### config.mk
export PLATFORM = sky130hd
export DESIGN_NAME = code_lock_ctrl
export DESIGN_NICKNAME = d
export VERILOG_FILES = /design/src/rtl/code_lock_ctrl.sv
export SDC_FILE = /design/constraint.sdc
export NUM_CORES = 1
export LEC_CHECK = 0
export BUFFER_PORTS_ARGS = -buffer_cell sky130_fd_sc_hd__buf_4
export CAP_MARGIN = 20
export CORE_MARGIN = 2
export CORE_UTILIZATION = 58
export DETAILED_ROUTE_END_ITERATION = 16
export GPL_ROUTABILITY_DRIVEN = 0
export PLACE_DENSITY = 0.82
export SYNTH_ARGS = -nofsm -noshare
export SYNTH_HDL_FRONTEND = slang
export SYNTH_SLANG_ARGS = --single-unit
### constraint.sdc
create_clock -name clk -period 3.6 [get_ports clk]
set_clock_uncertainty 0.2 [all_clocks]
set_input_delay 0.18 -clock clk [delete_from_list [all_inputs] [get_ports clk]]
set_output_delay 0.18 -clock clk [all_outputs]
set_load 0.005 [all_outputs]
### src/rtl/code_lock_ctrl.sv
// Keypad code lock: digit entry, code compare with attempt limiting and lockout,
// entry timeout, reprogrammable code, and a status/LED front panel.
module code_lock_ctrl #(
  parameter int NDIG         = 4,
  parameter int DIG_W        = 4,
  parameter int MAX_ATTEMPTS = 2,
  parameter int TICK_DIV     = 50000,
  parameter int TIMEOUT_MS   = 30000,
  parameter int PAUSE_MS     = 20000,
  parameter int BLINK_MS     = 500,
  parameter logic [NDIG*DIG_W-1:0] CODE_INIT = 16'h3283
) (
  input  logic                  clk,
  input  logic                  rst_n,
  input  logic [DIG_W-1:0]      switch,
  input  logic [NDIG-1:0]       btn,
  input  logic                  latch,
  input  logic                  lock,
  input  logic                  prog,
  output logic [NDIG*DIG_W-1:0] entry,
  output logic [2:0]            status,
  output logic [7:0]            led,
  output logic [3:0]            attempts,
  output logic                  unlocked
);

  localparam int CW     = NDIG * DIG_W;
  localparam int PW     = (TICK_DIV > 1) ? $clog2(TICK_DIV) : 1;
  localparam int MS_A   = (TIMEOUT_MS > PAUSE_MS) ? TIMEOUT_MS : PAUSE_MS;
  localparam int MS_MAX = (MS_A > BLINK_MS) ? MS_A : BLINK_MS;
  localparam int TW     = $clog2(MS_MAX + 1);

  localparam logic [PW-1:0] PRE_LAST  = PW'(TICK_DIV - 1);
  localparam logic [TW-1:0] T_TIMEOUT = TW'(TIMEOUT_MS);
  localparam logic [TW-1:0] T_PAUSE   = TW'(PAUSE_MS);
  localparam logic [TW-1:0] T_BLINK   = TW'(BLINK_MS);
  localparam logic [3:0]    ATT_LAST  = 4'(MAX_ATTEMPTS - 1);

  typedef enum logic [1:0] {S_LOCKED, S_UNLOCKED, S_PAUSE, S_PROGRAM} state_t;

  state_t          state_q, state_d;
  logic [CW-1:0]   code_q, code_d, entry_q, entry_d;
  logic [3:0]      att_q, att_d;
  logic [TW-1:0]   timer_q, timer_d, timer_dec;
  logic            armed_q, armed_d, blink_q, blink_d;
  logic [7:0]      led_q, led_d;
  logic [PW-1:0]   pre_cnt;
  logic            tick, tick_last;
  logic            edge_en, latch_q, lock_q, prog_q;
  logic            latch_fall, lock_fall, prog_rise;
  logic [3:0]      sw4;

  generate
    if (DIG_W >= 4) begin : g_sw_trunc
      assign sw4 = switch[3:0];
    end else begin : g_sw_ext
      assign sw4 = {{(4 - DIG_W){1'b0}}, switch};
    end
  endgenerate

  // Until the first clock after reset the "previous" level is the live input,
  // so a control held low through reset never looks like an edge.
  assign latch_fall = (edge_en ? latch_q : latch) & ~latch;
  assign lock_fall  = (edge_en ? lock_q  : lock)  & ~lock;
  assign prog_rise  = ~(edge_en ? prog_q : prog)  &  prog;

  assign tick      = (pre_cnt == PRE_LAST);
  assign tick_last = tick && (timer_q <= TW'(1));
  assign timer_dec = (tick && (timer_q != '0)) ? timer_q - 1'b1 : timer_q;

  always_ff @(posedge clk or negedge rst_n) begin
    if (!rst_n) begin
      pre_cnt <= '0;
      edge_en <= 1'b0;
      latch_q <= 1'b0;
      lock_q  <= 1'b0;
      prog_q  <= 1'b0;
    end else begin
      pre_cnt <= tick ? '0 : pre_cnt + 1'b1;
      edge_en <= 1'b1;
      latch_q <= latch;
      lock_q  <= lock;
      prog_q  <= prog;
    end
  end

  function automatic logic [CW-1:0] load_digits(input logic [CW-1:0] base,
                                                input logic [NDIG-1:0] sel,
                                                input logic [DIG_W-1:0] val);
    logic [CW-1:0] r;
    r = base;
    for (int i = 0; i < NDIG; i++) begin
      if (sel[i]) r[i*DIG_W +: DIG_W] = val;
    end
    return r;
  endfunction

  always_ff @(posedge clk or negedge rst_n) begin
    if (!rst_n) begin
      state_q <= S_LOCKED;
      code_q  <= CODE_INIT;
      entry_q <= '0;
      att_q   <= '0;
      timer_q <= '0;
      armed_q <= 1'b0;
      blink_q <= 1'b0;
      led_q   <= '0;
    end else begin
      state_q <= state_d;
      code_q  <= code_d;
      entry_q <= entry_d;
      att_q   <= att_d;
      timer_q <= timer_d;
      armed_q <= armed_d;
      blink_q <= blink_d;
      led_q   <= led_d;
    end
  end

  always_comb begin
    state_d = state_q;
    code_d  = code_q;
    entry_d = entry_q;
    att_d   = att_q;
    timer_d = timer_dec;
    armed_d = armed_q;
    blink_d = blink_q;
    case (state_q)
      S_LOCKED: begin
        if (lock_fall) begin
          entry_d = '0;
          att_d   = '0;
          armed_d = 1'b0;
          timer_d = '0;
        end else if (latch_fall) begin
          entry_d = '0;
          armed_d = 1'b0;
          timer_d = '0;
          if (entry_q == code_q) begin
            state_d = S_UNLOCKED;
            att_d   = '0;
            timer_d = T_BLINK;
            blink_d = 1'b1;
          end else if (att_q == ATT_LAST) begin
            state_d = S_PAUSE;
            att_d   = '0;
            timer_d = T_PAUSE;
          end else begin
            att_d = att_q + 4'd1;
          end
        end else begin
          if (armed_q && tick_last) begin
            entry_d = '0;
            armed_d = 1'b0;
            timer_d = '0;
          end
          // Only the first digit of an entry starts the timeout window.
          if (btn != '0) begin
            entry_d = load_digits(entry_d, btn, switch);
            if (!armed_d) begin
              armed_d = 1'b1;
              timer_d = T_TIMEOUT;
            end
          end
        end
      end
      S_UNLOCKED: begin
        if (lock_fall) begin
          state_d = S_LOCKED;
          entry_d = '0;
          att_d   = '0;
          armed_d = 1'b0;
          timer_d = '0;
          blink_d = 1'b0;
        end else if (prog_rise) begin
          state_d = S_PROGRAM;
          entry_d = '0;
          timer_d = '0;
        end else if (tick_last) begin
          blink_d = ~blink_q;
          timer_d = T_BLINK;
        end
      end
      S_PAUSE: begin
        if (tick_last) begin
          state_d = S_LOCKED;
          timer_d = '0;
        end
      end
      S_PROGRAM: begin
        if (lock_fall) begin
          state_d = S_LOCKED;
          entry_d = '0;
          att_d   = '0;
          armed_d = 1'b0;
          timer_d = '0;
          blink_d = 1'b0;
        end else if (latch_fall) begin
          state_d = S_UNLOCKED;
          code_d  = entry_q;
          entry_d = '0;
          timer_d = T_BLINK;
          blink_d = 1'b1;
        end else if (btn != '0) begin
          entry_d = load_digits(entry_q, btn, switch);
        end
      end
      default: state_d = S_LOCKED;
    endcase

    // led is registered so it reads 0 during reset; in LOCKED it mirrors the panel one cycle late.
    case (state_d)
      S_LOCKED:   led_d = {2'b00, lock, latch, sw4};
      S_UNLOCKED: led_d = {8{blink_d}};
      default:    led_d = 8'h00;
    endcase
  end

  always_comb begin
    case (state_q)
      S_LOCKED:   status = armed_q ? 3'd4 : 3'd0;
      S_UNLOCKED: status = 3'd1;
      S_PAUSE:    status = 3'd2;
      S_PROGRAM:  status = 3'd3;
      default:    status = 3'd0;
    endcase
    unlocked = (state_q == S_UNLOCKED) || (state_q == S_PROGRAM);
  end

  assign entry    = entry_q;
  assign attempts = att_q;
  assign led      = led_q;

endmodule

Word-level counts from Yosys, hierarchy flattened:

Cells that the tools add are included.

* register bits: 83
* bits in latches: 0
* memory bits (writable): 0
* ROM bits: 0
* bits of input ports: 13
* output and inout bits: 32
* logic and storage cells: 135
* memories: 0

* add/subtract/negate cells: 3
* multipliers: 0
* divide/modulo/power cells: 0
* order comparisons: 1
* equal/unequal tests: 15
* shift operators: 0
* muxes and demuxes: 74
* bitwise logic cells: 8
* reduce and logical (&&, ||, !) cells: 18

Operators by type and width (number)
* $mux W15: 14
* $mux W16: 10
* $pmux W15 S4: 1
* $mux W4: 13
* $pmux W16 S3: 1
* $ne A4 B4 Y1 const B: 5
* $mux W1: 19
* $mux W2: 9
* $add A16 B1 Y16 const B: 1
* $eq A16 B16 Y1: 1
* $eq A16 B16 Y1 const B: 1
* $pmux W8 S2: 1
* $reduce_and A4 Y1: 4
* $le A15 B1 Y1 const B: 1
* $reduce_bool A15 Y1: 1
* $sub A15 B1 Y15 const B: 1
* $pmux W3 S4: 1
* $pmux W2 S4: 1
* $pmux W4 S2: 1
* $ne A3 B3 Y1 const B: 2
* $reduce_and A3 Y1: 2
* $not A1 Y1: 5
* $add A4 B1 Y4 const B: 1
* $eq A2 B1 Y1 const B: 2
* 15 further kinds: 21

Longest topological paths before layout:

* depth in word-level cells: 12
* gate-level depth with buffers: 9
* mapped depth without buffers: 7

Worst setup path before layout:

OpenSTA, ideal clock, no wires.

* path kind: reg-to-reg
* start: register timer_q[11]
* end: register led_q[0], in the netlist led[0]
* setup time: 0.065 ns
* arrival time: 2.348 ns
* required time: 3.335 ns
* setup slack: 0.987 ns
* cell stages (with the launch flop): 7
* path buffers: 0
* cells stage by stage: dfrtp_1 -> or4_4 -> or3_4 -> or4_4 -> a22oi_4 -> nand3b_4 -> a2bb2o_1

* cells in the longest elaborated chain, start to end: 7
* elaborated cells on any way between the ends: 11
* those cells by class: order compare (1); eq/ne (1); mux (7); reduce/logical (2)

RTL lines
* start, declared: line 44 `logic [TW-1:0] timer_q, timer_d, timer_dec;`
* start signal, assigned: line 113 `timer_q <= timer_d;`
* $le A15 B1 Y1 (*): line 68 `assign tick_last = tick && (timer_q <= TW'(1));`
* $logic_and A1 B1 Y1 (*): line 68
* $mux W1: line 179 `end else if (tick_last) begin`
* $mux W1: line 175 `end else if (prog_rise) begin`
* $mux W1: line 168 `if (lock_fall) begin`
* $pmux W1 S3: line 128 `case (state_q)`
* $pmux W8 S2 (*): line 212 `case (state_d)`
* net led_d[0]: line 46 `logic [7:0] led_q, led_d;`
* end signal, assigned: line 116 `led_q <= led_d;`
* end, declared: line 46

The timed path passes the listed nets; every way through them passes the cells marked *.
A chain may end at the register's enable or synchronous reset.

Worst setup path after layout:

* start: register pre_cnt[13]
* end: register led_q[3], in the netlist led[3]

* cells in the longest elaborated chain, start to end: 7
* elaborated cells on any way between the ends: 11
* those cells by class: eq/ne (2); mux (7); reduce/logical (2)

RTL lines
* start, declared: line 47 `logic [PW-1:0] pre_cnt;`
* start signal, assigned: line 79 `pre_cnt <= tick ? '0 : pre_cnt + 1'b1;`
* $eq A16 B16 Y1 (*): line 67 `assign tick = (pre_cnt == PRE_LAST);`
* $logic_and A1 B1 Y1 (*): line 68
* $mux W1: line 179
* $mux W1: line 175
* $mux W1: line 168
* $pmux W1 S3: line 128
* $pmux W8 S2 (*): line 212
* net led_d[3]: line 46

Marked as above.

==> results_dict.tcl <==
set metrics [dict create \
    fin_area_um2 4910 \
    ys.flop_type "dfrtp_1" \
    hold_class "input pin to asynchronous set/reset pin" \
    finalPower_uw 2940 \
    synth_edf_count 0 \
    period_needed_ns 2.94 \
    syn_nets 396 \
    area_delta_synth_final_pct 19.3 \
    rsz0062_at_grt "no" \
    syn-cell-area_um2 4110 \
    cap_violations 0 \
    grt-ovfl-total 0 \
    clkTransAtPathRegs_ns 0.09 \
    wl_per_cell_um 16.4 \
    drc_errors 0 \
    drive_gt1_frac 0.226 \
    cts_tree "built" \
    fmax_ghz 0.340 \
    fin_ws_ns 0.660 \
    synth_warnings 0 \
    cts_buffers 9 \
    drt-total-wl_um 8850 \
    path_max_fanout 9 \
    cts_num_sinks 82 \
    dieWidth_um 88.2 \
    place_area_um2 4550 \
    fin_tns_setup_ns 0 \
    grt_pass1_wl_um 14500 \
    core_area_um2 6830 \
    antenna_cells 0 \
    nets 457 \
    antenna_left 0 \
    ioPinCount 45 \
    grt_max_degree 83 \
    place_inst 510 \
    worstSetupEndpointType "flip-flop" \
    hold_viol 0 \
    setup_viol 0 \
    dp_hpwl_um 6130 \
    vias_per_cell 5.91 \
    die-area_um2 7780 \
    first_pass_iters 5 \
    vias 3187 \
    antenna_found_initial 0 \
    criticalPathCategory "flip-flop to flip-flop" \
    max-vdd-ir-drop_mv 0.419 \
    portBuffers 44 \
    yosysUniqueCellTypes 53 \
    yosysSeqAreaShare 0.501 \
    tightest_slew_ns 0.600 \
    drt_iter0_markers 225 \
    ctsResizeCount 0 \
    clkLatencyLatePin_ns 0.36 \
    dp_slack_ns 0.709 \
    rows 30 \
    async_flop_share 1.00 \
    multi_input_area_um2 1960 \
    start_util 0.602 \
    finalMaxSlewViolations 0 \
    powerDensity_nw_per_um2 600 \
    ys_ff_latch 82 \
    track_usage 0.241 \
    cts_max_level 3 \
    cp.arrival_ns 2.98 \
    fillCellCount 523 \
    status "complete, no violations" \
    syn_inst 377 \
    cts_buffer_depth 2 \
    cp-start-kind "flip-flop" \
    relSlewSlack 0.595 \
    ff_latch_area_um2 2060 \
    instances_no_fill 539 \
    die_h_um 88.2 \
    synth_area_per_cell_um2 10.9 \
    critPathRequiredTime_ns 3.64 \
    cts_root_buf "clkbuf_8" \
    p_leak_uw 0.00224 \
    min_period_over_period 0.817 \
    grt_pass1_vias 3087 \
]
[critical path, stage by stage, from the launching register on]
cell and delay [ns]:
dfrtp_1 0.42, nor4bb_1 0.42, and4_1 0.44, o21ai_0 0.26
o211a_1 0.30, o41ai_4 0.45, a2bb2o_1 0.33
[metal layers]
| layer | part of all wire | track usage |
|---|---|---|
| met3 | 0.059 | 0.0405 |
| met1 | 0.44 | 0.327 |
| met5 | 0 | 0 |
| met4 | 0.019 | 0.0937 |
| met2 | 0.48 | 0.391 |
[layout by cell type, fill, tap and decap left out, types with 3 or more instances in the layout]
| cell | n |
|---|---|
| nor4_1 | 4 |
| a21oi_1 | 9 |
| nand2_1 | 27 |
| xnor2_1 | 22 |
| and3b_1 | 3 |
| buf_4 | 50 |
| nor2_1 | 29 |
| and3_1 | 6 |
| dfrtp_1 | 76 |
| nand4_1 | 8 |
| xor2_1 | 21 |
| a2bb2o_1 | 6 |
| o22ai_1 | 6 |
| inv_1 | 9 |
| and2_1 | 5 |
| nor3_1 | 9 |
| dfstp_2 | 6 |
| nand3_1 | 13 |
| clkbuf_8 | 10 |
| a32o_1 | 16 |
| ha_1 | 6 |
| mux2_2 | 16 |
| nand3b_1 | 5 |
| a31oi_1 | 4 |
| o21ai_0 | 23 |
| dlygate4sd3_1 | 12 |
[worst paths after layout]
kind,start,end,slack (ns),depth (start not counted)
setup / recovery,pre_cnt[13]$_DFF_PN0_,led[3]$_DFF_PN0_,0.66,6
hold / removal,rst_n,pre_cnt[0]$_DFF_PN0_,0.004,2
setup reg to reg,pre_cnt[13]$_DFF_PN0_,led[3]$_DFF_PN0_,0.66,6
hold reg to reg,pre_cnt[0]$_DFF_PN0_,pre_cnt[0]$_DFF_PN0_,0.26,1
max in group asynchronous,rst_n,code_q[12]$_DFFE_PN1P_,2.59,3
min in group clk,pre_cnt[0]$_DFF_PN0_,pre_cnt[0]$_DFF_PN0_,0.26,1
[registers in the layout (all words and copies together) (netlist names)]
signal,flops
armed_q,1
blink_q,1
led,7
state_q,2
prog_q,1
edge_en,1
timer_q,15
code_q,16
latch_q,1
entry,16
attempts,4
lock_q,1
pre_cnt,16
[stage by stage]
step,hold slack (ns),util
after floorplan,-0.316,-
after global placement,0.0995,0.666
after detailed placement,0.105,0.666
after CTS,0.260,0.714
after global routing,0.00773,0.718
final,0.00412,0.718
[Yosys cell counts (all sizes together), types with 2 or more instances]
master	instances	area, um2
o21ai	23	115
a211oi	2	15.0
nand2	27	101
and3b	3	26.3
nor4bb	2	20.0
nor3	9	45.0
nand3b	6	57.6
o221ai	2	17.5
buf	4	25.0
or2	2	12.5
dfstp	6	158
mux2	16	180
o41ai	2	36.3
ha	6	75.1
a21oi	9	45.0
xnor2	22	193
and2	6	37.5
nand3	13	65.1
or4	2	22.5
nor4	5	46.3
a32o	16	160
nor2	29	109
and3	7	48.8
clkbuf	9	33.8
dfrtp	76	1900
inv	9	33.8
a2bb2o	6	60.1
o31ai	2	15.0
o22ai	6	37.5
nand4b	2	17.5
xor2	21	184
a31oi	4	25.0
nand4	8	50.1
nor3b	2	15.0
[what timing repair did]
| action | CTS | global route |
|---|---|---|
| buffers inserted | 0 | 0 |
| endpoints found under the hold margin | 101 | 0 |
| hold buffers | 12 | 0 |
[report_power, final]
group / switching (uW) / internal (uW)
registers: 191 / 1080
logic: 483 / 491
clock network: 353 / 347
[final cells by class]
cell class,count,area share
Sequential cell,82,0.420
Multi-Input combinational cell,273,0.399
Timing Repair Buffer,63,0.107
Clock buffer,10,0.0281
Tap cell,96,0.0245
Clock inverter,6,0.0148
Inverter,9,0.00689
[logic make-up (layout without fill, tap and decap cells)]
kind of cell	Yosys count	count (layout)	synth area share
compound gates	79	79	0.146
fa+ha+maj	6	6	0.0183
buf+inv	22	88	0.0225
simple gates	127	127	0.173
flops	82	82	0.501
other cells	1	1	0.000912
mux	17	17	0.0463
xor+xnor	43	43	0.0916
Note: power is estimated with default switching activity, not from simulation.
